**config.mk**
```make
export PLATFORM = sky130hd
export DESIGN_NAME = fetch_stage_flat
export DESIGN_NICKNAME = d
export VERILOG_FILES = /design/src/rtl/cpu_types_pkg.sv /design/src/rtl/fetch_decode_if.sv /design/src/rtl/fetch_buffer.sv /design/src/rtl/fetch_stage.sv /design/src/flat_wrapper.sv
export SDC_FILE = /design/constraint.sdc
export NUM_CORES = 1
export LEC_CHECK = 0
export CAP_MARGIN = 40
export CORE_AREA = 2 2 123 125
export CTS_CLUSTER_SIZE = 30
export DETAILED_ROUTE_END_ITERATION = 8
export DIE_AREA = 0 0 125 127
export GPL_ROUTABILITY_DRIVEN = 0
export GPL_TIMING_DRIVEN = 0
export PLACE_DENSITY = 0.84
export SLEW_MARGIN = 20
export SYNTH_ARGS = -nofsm -noshare
export SYNTH_HDL_FRONTEND = slang
export SYNTH_SLANG_ARGS = --single-unit
export TNS_END_PERCENT = 1
```
**constraint.sdc**
```tcl
create_clock -name CLK -period 5.3 [get_ports CLK]
set_input_delay 1.06 -clock CLK [delete_from_list [all_inputs] [get_ports CLK]]
set_output_delay 1.06 -clock CLK [all_outputs]
set_load 0.01 [all_outputs]
```
**src/rtl/cpu_types_pkg.sv**
```systemverilog
`default_nettype none
// ------------------------------------------------------------------
// cpu_types_pkg : shared CPU types and constants (fetch state, NOP, PC step)
// Revision 1.0
// ------------------------------------------------------------------
package cpu_types_pkg;

  typedef enum logic [1:0] {
    FETCH    = 2'd0,
    BUFFERED = 2'd1,
    HALTED   = 2'd2
  } fetch_state_t;

  // 32'h0 decodes as sll r0,r0,0
  localparam logic [31:0] NOP_INSTR = 32'h0000_0000;
  localparam logic [31:0] PC_STEP   = 32'd4;

  function automatic logic [31:0] word_align(input logic [31:0] addr);
    return {addr[31:2], 2'b00};
  endfunction

endpackage
`default_nettype wire

```
**src/rtl/fetch_decode_if.sv**
```systemverilog
`default_nettype none
// ------------------------------------------------------------------
// fetch_decode_if : IF/ID pipeline register contents seen by decode
// Revision 1.0
// ------------------------------------------------------------------
interface fetch_decode_if;
  logic [31:0] instruction;
  logic [31:0] instr_npc;

  modport fetch  (output instruction, output instr_npc);
  modport decode (input  instruction, input  instr_npc);
endinterface
`default_nettype wire

```
**src/rtl/fetch_buffer.sv**
```systemverilog
`default_nettype none
// ------------------------------------------------------------------
// fetch_buffer : one-entry holding register for a word fetched during a stall
// Revision 1.0
// ------------------------------------------------------------------
module fetch_buffer
  import cpu_types_pkg::*;
(
  input  logic        CLK,
  input  logic        nRST,
  input  logic        i_load,
  input  logic        i_drain,
  input  logic        i_clear,
  input  logic [31:0] i_instr,
  input  logic [31:0] i_npc,
  output logic [31:0] o_instr,
  output logic [31:0] o_npc,
  output logic        o_valid
);

  // clear/drain win over load: a squashed or consumed entry is never refilled in the same cycle
  always_ff @(posedge CLK or negedge nRST) begin
    if (!nRST) begin
      o_instr <= NOP_INSTR;
      o_npc   <= '0;
      o_valid <= 1'b0;
    end else if (i_clear || i_drain) begin
      o_valid <= 1'b0;
    end else if (i_load) begin
      o_instr <= i_instr;
      o_npc   <= i_npc;
      o_valid <= 1'b1;
    end
  end

endmodule
`default_nettype wire

```
**src/rtl/fetch_stage.sv**
```systemverilog
`default_nettype none
// ------------------------------------------------------------------
// fetch_stage : PC, icache request and IF/ID register; FETCH_STATS_EN adds counters
// Revision 1.0
// ------------------------------------------------------------------
module fetch_stage
  import cpu_types_pkg::*;
#(
  parameter logic [31:0] PC_INIT = 32'h0000_0000
) (
  input  logic          CLK,
  input  logic          nRST,
  input  logic          en,
  input  logic          redirect,
  input  logic [31:0]   redirect_target,
  input  logic          halt,
  input  logic          ihit,
  input  logic [31:0]   imemload,
  fetch_decode_if.fetch out,
  output logic          imemREN,
  output logic [31:0]   imemaddr,
  output logic          fetch_stall
`ifdef FETCH_STATS_EN
  ,
  output logic [31:0]   fetch_count,
  output logic [31:0]   stall_count
`endif
);

  fetch_state_t r_state;
  logic [31:0]  r_pc;
  logic [31:0]  w_pc_plus;
  logic         w_take_redirect;
  logic         w_fetch_load;
  logic         w_buf_load;
  logic         w_buf_drain;
  logic         w_buf_clear;
  logic [31:0]  w_buf_instr;
  logic [31:0]  w_buf_npc;
  logic         w_buf_valid;

  assign w_pc_plus       = r_pc + PC_STEP;
  assign w_take_redirect = en && redirect && (r_state != HALTED);

  assign imemREN     = (r_state == FETCH);
  assign imemaddr    = word_align(r_pc);
  assign fetch_stall = (r_state == FETCH) && !ihit;

  assign w_fetch_load = (r_state == FETCH) && ihit && en && !redirect && !halt;
  assign w_buf_load   = (r_state == FETCH) && ihit && !en && !halt;
  assign w_buf_drain  = (r_state == BUFFERED) && en && !redirect && !halt && w_buf_valid;
  assign w_buf_clear  = halt || w_take_redirect;

  fetch_buffer u_fetch_buffer (
    .CLK     (CLK),
    .nRST    (nRST),
    .i_load  (w_buf_load),
    .i_drain (w_buf_drain),
    .i_clear (w_buf_clear),
    .i_instr (imemload),
    .i_npc   (w_pc_plus),
    .o_instr (w_buf_instr),
    .o_npc   (w_buf_npc),
    .o_valid (w_buf_valid)
  );

  // halt beats redirect; redirect beats any same-cycle hit
  always_ff @(posedge CLK or negedge nRST) begin
    if (!nRST) begin
      r_state         <= FETCH;
      r_pc            <= PC_INIT;
      out.instruction <= NOP_INSTR;
      out.instr_npc   <= '0;
    end else if (halt) begin
      r_state <= HALTED;
      if (en) begin
        out.instruction <= NOP_INSTR;
        out.instr_npc   <= '0;
      end
    end else if (w_take_redirect) begin
      r_state         <= FETCH;
      r_pc            <= word_align(redirect_target);
      out.instruction <= NOP_INSTR;
      out.instr_npc   <= '0;
    end else begin
      case (r_state)
        FETCH: begin
          if (ihit) begin
            r_pc <= w_pc_plus;
            if (en) begin
              out.instruction <= imemload;
              out.instr_npc   <= w_pc_plus;
            end else begin
              r_state <= BUFFERED;
            end
          end else if (en) begin
            out.instruction <= NOP_INSTR;
            out.instr_npc   <= '0;
          end
        end
        BUFFERED: begin
          if (en) begin
            out.instruction <= w_buf_instr;
            out.instr_npc   <= w_buf_npc;
            r_state         <= FETCH;
          end
        end
        HALTED: begin
          if (en) begin
            out.instruction <= NOP_INSTR;
            out.instr_npc   <= '0;
          end
        end
        default: r_state <= FETCH;
      endcase
    end
  end

`ifdef FETCH_STATS_EN
  always_ff @(posedge CLK or negedge nRST) begin
    if (!nRST) begin
      fetch_count <= '0;
      stall_count <= '0;
    end else begin
      if ((w_fetch_load || w_buf_drain) && (fetch_count != 32'hFFFF_FFFF))
        fetch_count <= fetch_count + 32'd1;
      if (fetch_stall && (stall_count != 32'hFFFF_FFFF))
        stall_count <= stall_count + 32'd1;
    end
  end
`endif

endmodule
`default_nettype wire

```
**src/flat_wrapper.sv**
```systemverilog
// flat-port wrapper written by rule: the top's interface ports become plain ports
module fetch_stage_flat import cpu_types_pkg::*;
#(
  parameter logic [31:0] PC_INIT = 32'h0000_0000
)
  (CLK, nRST, en, redirect, redirect_target, halt, ihit, imemload, imemREN, imemaddr, fetch_stall, out_instruction, out_instr_npc);
  fetch_decode_if out_i ();
  input  logic CLK;
  input  logic nRST;
  input  logic en;
  input  logic redirect;
  input  logic [31:0] redirect_target;
  input  logic halt;
  input  logic ihit;
  input  logic [31:0] imemload;
  output logic imemREN;
  output logic [31:0] imemaddr;
  output logic fetch_stall;
  output wire logic [$bits(out_i.instruction)-1:0] out_instruction;
  output wire logic [$bits(out_i.instr_npc)-1:0] out_instr_npc;
  assign out_instruction = out_i.instruction;
  assign out_instr_npc = out_i.instr_npc;
  fetch_stage #(.PC_INIT(PC_INIT)) u_core (.CLK(CLK), .nRST(nRST), .en(en), .redirect(redirect), .redirect_target(redirect_target), .halt(halt), .ihit(ihit), .imemload(imemload), .out(out_i), .imemREN(imemREN), .imemaddr(imemaddr), .fetch_stall(fetch_stall));
endmodule
```
# [Yosys cells after proc, flatten, opt, wreduce, memory -nomap -nowiden]
# Index checks and enable logic that the tools add are counted.
[totals] wordCells=68 regBits=163 in_bits=70
[op_classes] eq_ne=8 n_mux=25 n_reduce_logical=25 n_bitwise=2 addsub=1
[ops] cell="$mux W32" count=15
[ops] cell="$pmux W32 S3" count=2
[ops] cell="$add A32 B3 Y32 const B" count=1
[ops] cell="$ne A4 B3 Y1 const B" count=3
[ops] cell="$logic_and A1 B1 Y1" count=10
[ops] cell="$mux W2" count=5
[ops] cell="$pmux W2 S3" count=1
[ops] cell="$reduce_and A3 Y1" count=2
[ops] cell="$reduce_bool A2 Y1" count=3
[ops] cell="$ne A5 B4 Y1 const B" count=1
[ops] cell="$reduce_bool A5 Y1" count=1
[ops] cell="$logic_not A1 Y1" count=4
[ops] cell="$reduce_and A4 Y1" count=1
[ops] cell="$ne A3 B2 Y1 const B" count=1
[ops] cell="$eq A2 B1 Y1 const B" count=1
[ops] cell="$eq A2 B2 Y1 const B" count=1
[ops] cell="$logic_not A2 Y1" count=1
[ops] cell="$logic_or A1 B1 Y1" count=2
[ops] cell="$mux W1" count=2
[ops] cell="$ne A2 B2 Y1 const B" count=1
[ops] cell="$not A1 Y1" count=2
[ops] cell="$reduce_and A2 Y1" count=1

# [Longest topological paths before layout]
[depth] depth_word=8 ltp_mapped=10

# [By module]
# From an unflattened synthesis, not the netlist that was laid out.
[hier_totals] cells_unflattened=826 area_unflattened_um2=8393.0
[by_module_without_submodules] module="fetch_stage" area_each_um2=5667.9 cells_per_inst=687 instances=1
[by_module_without_submodules] module="fetch_buffer" area_each_um2=2725.1 cells_per_inst=139 instances=1

# [Worst setup path before layout]
# OpenSTA, ideal clock, no wires.
[synth_timing] kind="input port to flip-flop" startpoint="input port en" endpoint="register u_core.r_pc[3]" setup_slack_ns=2.676 cell_stages=7 required_ns=5.158 n_path_buf=4 arrival_time_ns=2.483 path_cell_list="clkbuf_1 > buf_2 > nand3b_1 > clkbuf_1 > a21oi_1 > clkbuf_1 > a31oi_1"
[synth_between] elab_chain_cells=4 word_cells_on_any_way=6 classes_between="mux: 1; reduce/logical: 5"
[synth_lines] element="start: declaration" line_no="flat_wrapper.sv:10" text="input logic en;"
[synth_lines] element="$logic_and A1 B1 Y1 (*) (2 in series)" line_no="fetch_stage.sv:43" text="assign w_take_redirect = en && redirect && (r_state != HALTED);"
[synth_lines] element="$reduce_bool A2 Y1 (no source line)"
[synth_lines] element="$reduce_and A3 Y1 (no source line)"
[synth_lines] element="end signal: assignment" line_no="fetch_stage.sv:82" text="r_pc <= word_align(redirect_target);"
[synth_lines] element="end signal: assignment" line_no="fetch_stage.sv:89" text="r_pc <= w_pc_plus;"
[synth_lines] element="end: declaration" line_no="fetch_stage.sv:31" text="logic [31:0] r_pc;"
# Mark *: on every way between the ends. The rest lies on a longest branch, timed or not.
# A chain may end at the register's enable or synchronous reset.

# [Worst setup path in the final report]
[layout_timing] startpoint="input port ihit" endpoint="output port fetch_stall"
[layout_between] elab_chain_cells=2
[layout_lines] element="start: declaration" line_no="flat_wrapper.sv:14" text="input logic ihit;"
[layout_lines] element="$logic_not A1 Y1" line_no="fetch_stage.sv:47" text="assign fetch_stall = (r_state == FETCH) && !ihit;"
[layout_lines] element="$logic_and A1 B1 Y1" line_no="fetch_stage.sv:47"
[layout_lines] element="end: declaration" line_no="flat_wrapper.sv:18" text="output logic fetch_stall;"
# Every way passes these cells.

==> out/results.ini <==
[status]
outcome=complete, no violations

[timing]
report.final.hold_viol_count=0
clock_skew_ps=11.9
whs_ps=476
setup_ws_ps=1590
tightest_slew_ps=779
max_freq_mhz=269
finalSetupViolations=0
finalCriticalPeriod_ps=3710
timing.final.crit_share_pct=70.1
drv_slew=0
slew_headroom_pct=47.8
rsz0062_at_grt=no

[place]
dpl.hpwl_um=16400
port_buffers=162
numPlacedInstances=1231
dpl_cell_area_sq_um=9740
post-place-ws_ps=1630

[global_routing]
grt_usage_pct=29.6
grt_max_degree=101
antenna_found_initial=0
grt-ovfl-total=0
grt_pass1_vias=7321
grt_pass1_wl_um=37600

[synthesis]
syn-cell-area_sq_um=7810
async_flop_share_pct=100
synth_mux_area_share_pct=0.144
synth_xor_area_share_pct=3.03
yosys_warnings=0
synth_edf_count=0
synth_cell_type_count=64
synth_top_family_by_area=compound AO/OA/AOI/OAI gates
synthAdderAreaFrac_pct=0.641
ys_ff_latch=158
synth-compound-area-share_pct=20.9
avgSynthCellArea_sq_um=8.88
syn_inst=880
synth-seq-area-share_pct=50.6
synth_ff_type=dfrtp_1
yosys.area_share.simple_pct=20.4

[floorplanning]
die_area_sq_um=15900
num_io_pins=168
die_h_um=127
rows=44
core_sq_um=14400
start_util_pct=54.2
die_w_um=125

[power]
p_seq_share_pct=41.9
switchingPower_w=0.00149
leakage_nw=4.26
power_density_nw_per_um2=415
combPwrFrac_pct=30.3
netSwitchingFraction_pct=34.8
intPower_w=0.00280
vdd_drop_max_mv=0.259
p_clk_share_pct=27.9

[cells_and_area]
nFillCells=1112
final_core_util_pct=71.6
diodes=0
mostFrequentLayoutCell=nand2_1
layout_common_cells=nand2_1, clkdlybuf4s50_1, dfrtp_1
fin_nets=1142
area_delta_synth_final_pct=32.2
fin_area_sq_um=10300
drive_gt1_share_pct=7.22
stdcell_count=1265

[route]
drcViolationCount=0
wl_per_cell_um=18.4
ant_nets=0
viasPerCell=6.06
routed_wl_um=23300
drtIter0Drc=1065
via_count=7671
drt_pre_antenna_iters=5

[worst_hold_path]
hold_path_class=reg -> reg

[run]
max-cap-violations=0

[clocking]
hold_buffers=0
clkSlewWorstSetupHoldPaths_ps=60
cts_htree_levels=4
postCtsSetupBuffers=0
cts_resized=0
clock_path_buffers=2
root_buffer=clkbuf_16
cts_tree=yes
numCtsBuffers=17
clock_sinks=158
clkLatencyLatePin_ps=430

[critical_path]
worstSetupStartpointType=primary input
path_max_fanout=10
required_ps=4240
crit_arrival_ps=2650
endpoint_kind=output pin
crit_type=in -> out

[kinds of logic after synthesis]
logic type | count (synthesis)
xor gates and xnor gates | 27
AOI/OAI and AO/OA | 255
other | 1
adders and majority gates | 4
DFF | 158
and+or+nand+nor | 355
muxes | 1
buffers and inverters | 79
[synth_stat cells (5+ instances only)]
library cell,n,area [sq um]
inv_1,10,37.5
xor2_1,13,114
o2bb2ai_1,5,43.8
a21oi_1,27,135
a31oi_1,6,37.5
nand3_1,24,120
xnor2_1,14,123
nor2_1,44,165
clkbuf_1,45,169
buf_2,14,70.1
dfrtp_1,158,3950
and2_1,5,31.3
nand2_1,215,807
o21ai_0,99,495
nand4_1,12,75.1
buf_4,5,37.5
o22ai_1,14,87.6
nor3_1,9,45.0
nor4_1,12,75.1
a2bb2oi_1,7,61.3
o211ai_1,8,60.1
a22oi_1,56,420
[per-layer routing]
metal	wire length, um	share of wire (%)	global-route usage (%)
met1	9790	42	40.4
met2	10900	47	47.5
met3	1890	8.1	4.61
met4	776	3.3	12.8
met5	0	0	0
[area by class of cell]
cell class | instances | area [sq um] | area share, %
well taps | 184 | 230 | 2.23
plain buffers | 68 | 292 | 2.82
clock buffers | 20 | 467 | 4.52
multi-input cells | 644 | 3530 | 34.2
flip-flops and latches | 158 | 3950 | 38.3
clock inverters | 12 | 110 | 1.07
inverters | 11 | 41.3 | 0.400
repair buffers | 168 | 1710 | 16.5
[flip-flops by register name (all words and copies together), names as in the netlist]
| signal | flops |
|---|---|
| u_core.out.instr_npc | 32 |
| u_core.out.instruction | 32 |
| u_core.u_fetch_buffer.o_instr | 32 |
| u_core.r_pc | 30 |
| u_core.u_fetch_buffer.o_npc | 30 |
| u_core.r_state | 2 |
[worst max-delay path, stage by stage]
cell and delay [ps]:
clkdlybuf4s50_1 520, clkbuf_1 400, nor2_1 160, clkdlybuf4s50_1 510
[power by group through the flow]
| stage | clock [W] | sequential, W | combinational [W] |
|---|---|---|---|
| after floorplan | 0 | 0.00180 | 0.000632 |
| after global placement | 0 | 0.00179 | 0.00123 |
| after detailed placement | 0 | 0.00180 | 0.00127 |
| after CTS | 0.00120 | 0.00178 | 0.00129 |
| after global routing | 0.00125 | 0.00183 | 0.00142 |
| final | 0.00119 | 0.00180 | 0.00130 |
[through the flow]
step / setup TNS (ps) / power (W)
global route: 0 / 0.00450
global placement: -507970 / 0.00302
floorplan: 0 / 0.00243
detailed placement: 0 / 0.00307
finish: 0 / 0.00429
CTS: 0 / 0.00427
[path summary, 6_finish.rpt]
check | from | endpoint | slack, ps | cells after the start
min | u_core.out.instruction[16]$_DFFE_PN0P_ | u_core.out.instruction[16]$_DFFE_PN0P_ | 480 | 2
max in group asynchronous | nRST | u_core.u_fetch_buffer.o_npc[31]$_DFFE_PN0P_ | 3960 | 3
max | ihit | fetch_stall | 1590 | 4
min in group asynchronous | nRST | u_core.out.instr_npc[1]$_DFFE_PN0P_ | 640 | 2
max reg2reg | u_core.r_state[0]$_DFFE_PN0P_ | u_core.out.instr_npc[12]$_DFFE_PN0P_ | 2180 | 9
min reg2reg | u_core.out.instruction[16]$_DFFE_PN0P_ | u_core.out.instruction[16]$_DFFE_PN0P_ | 480 | 2
Note: power is estimated with default switching activity, not from simulation.
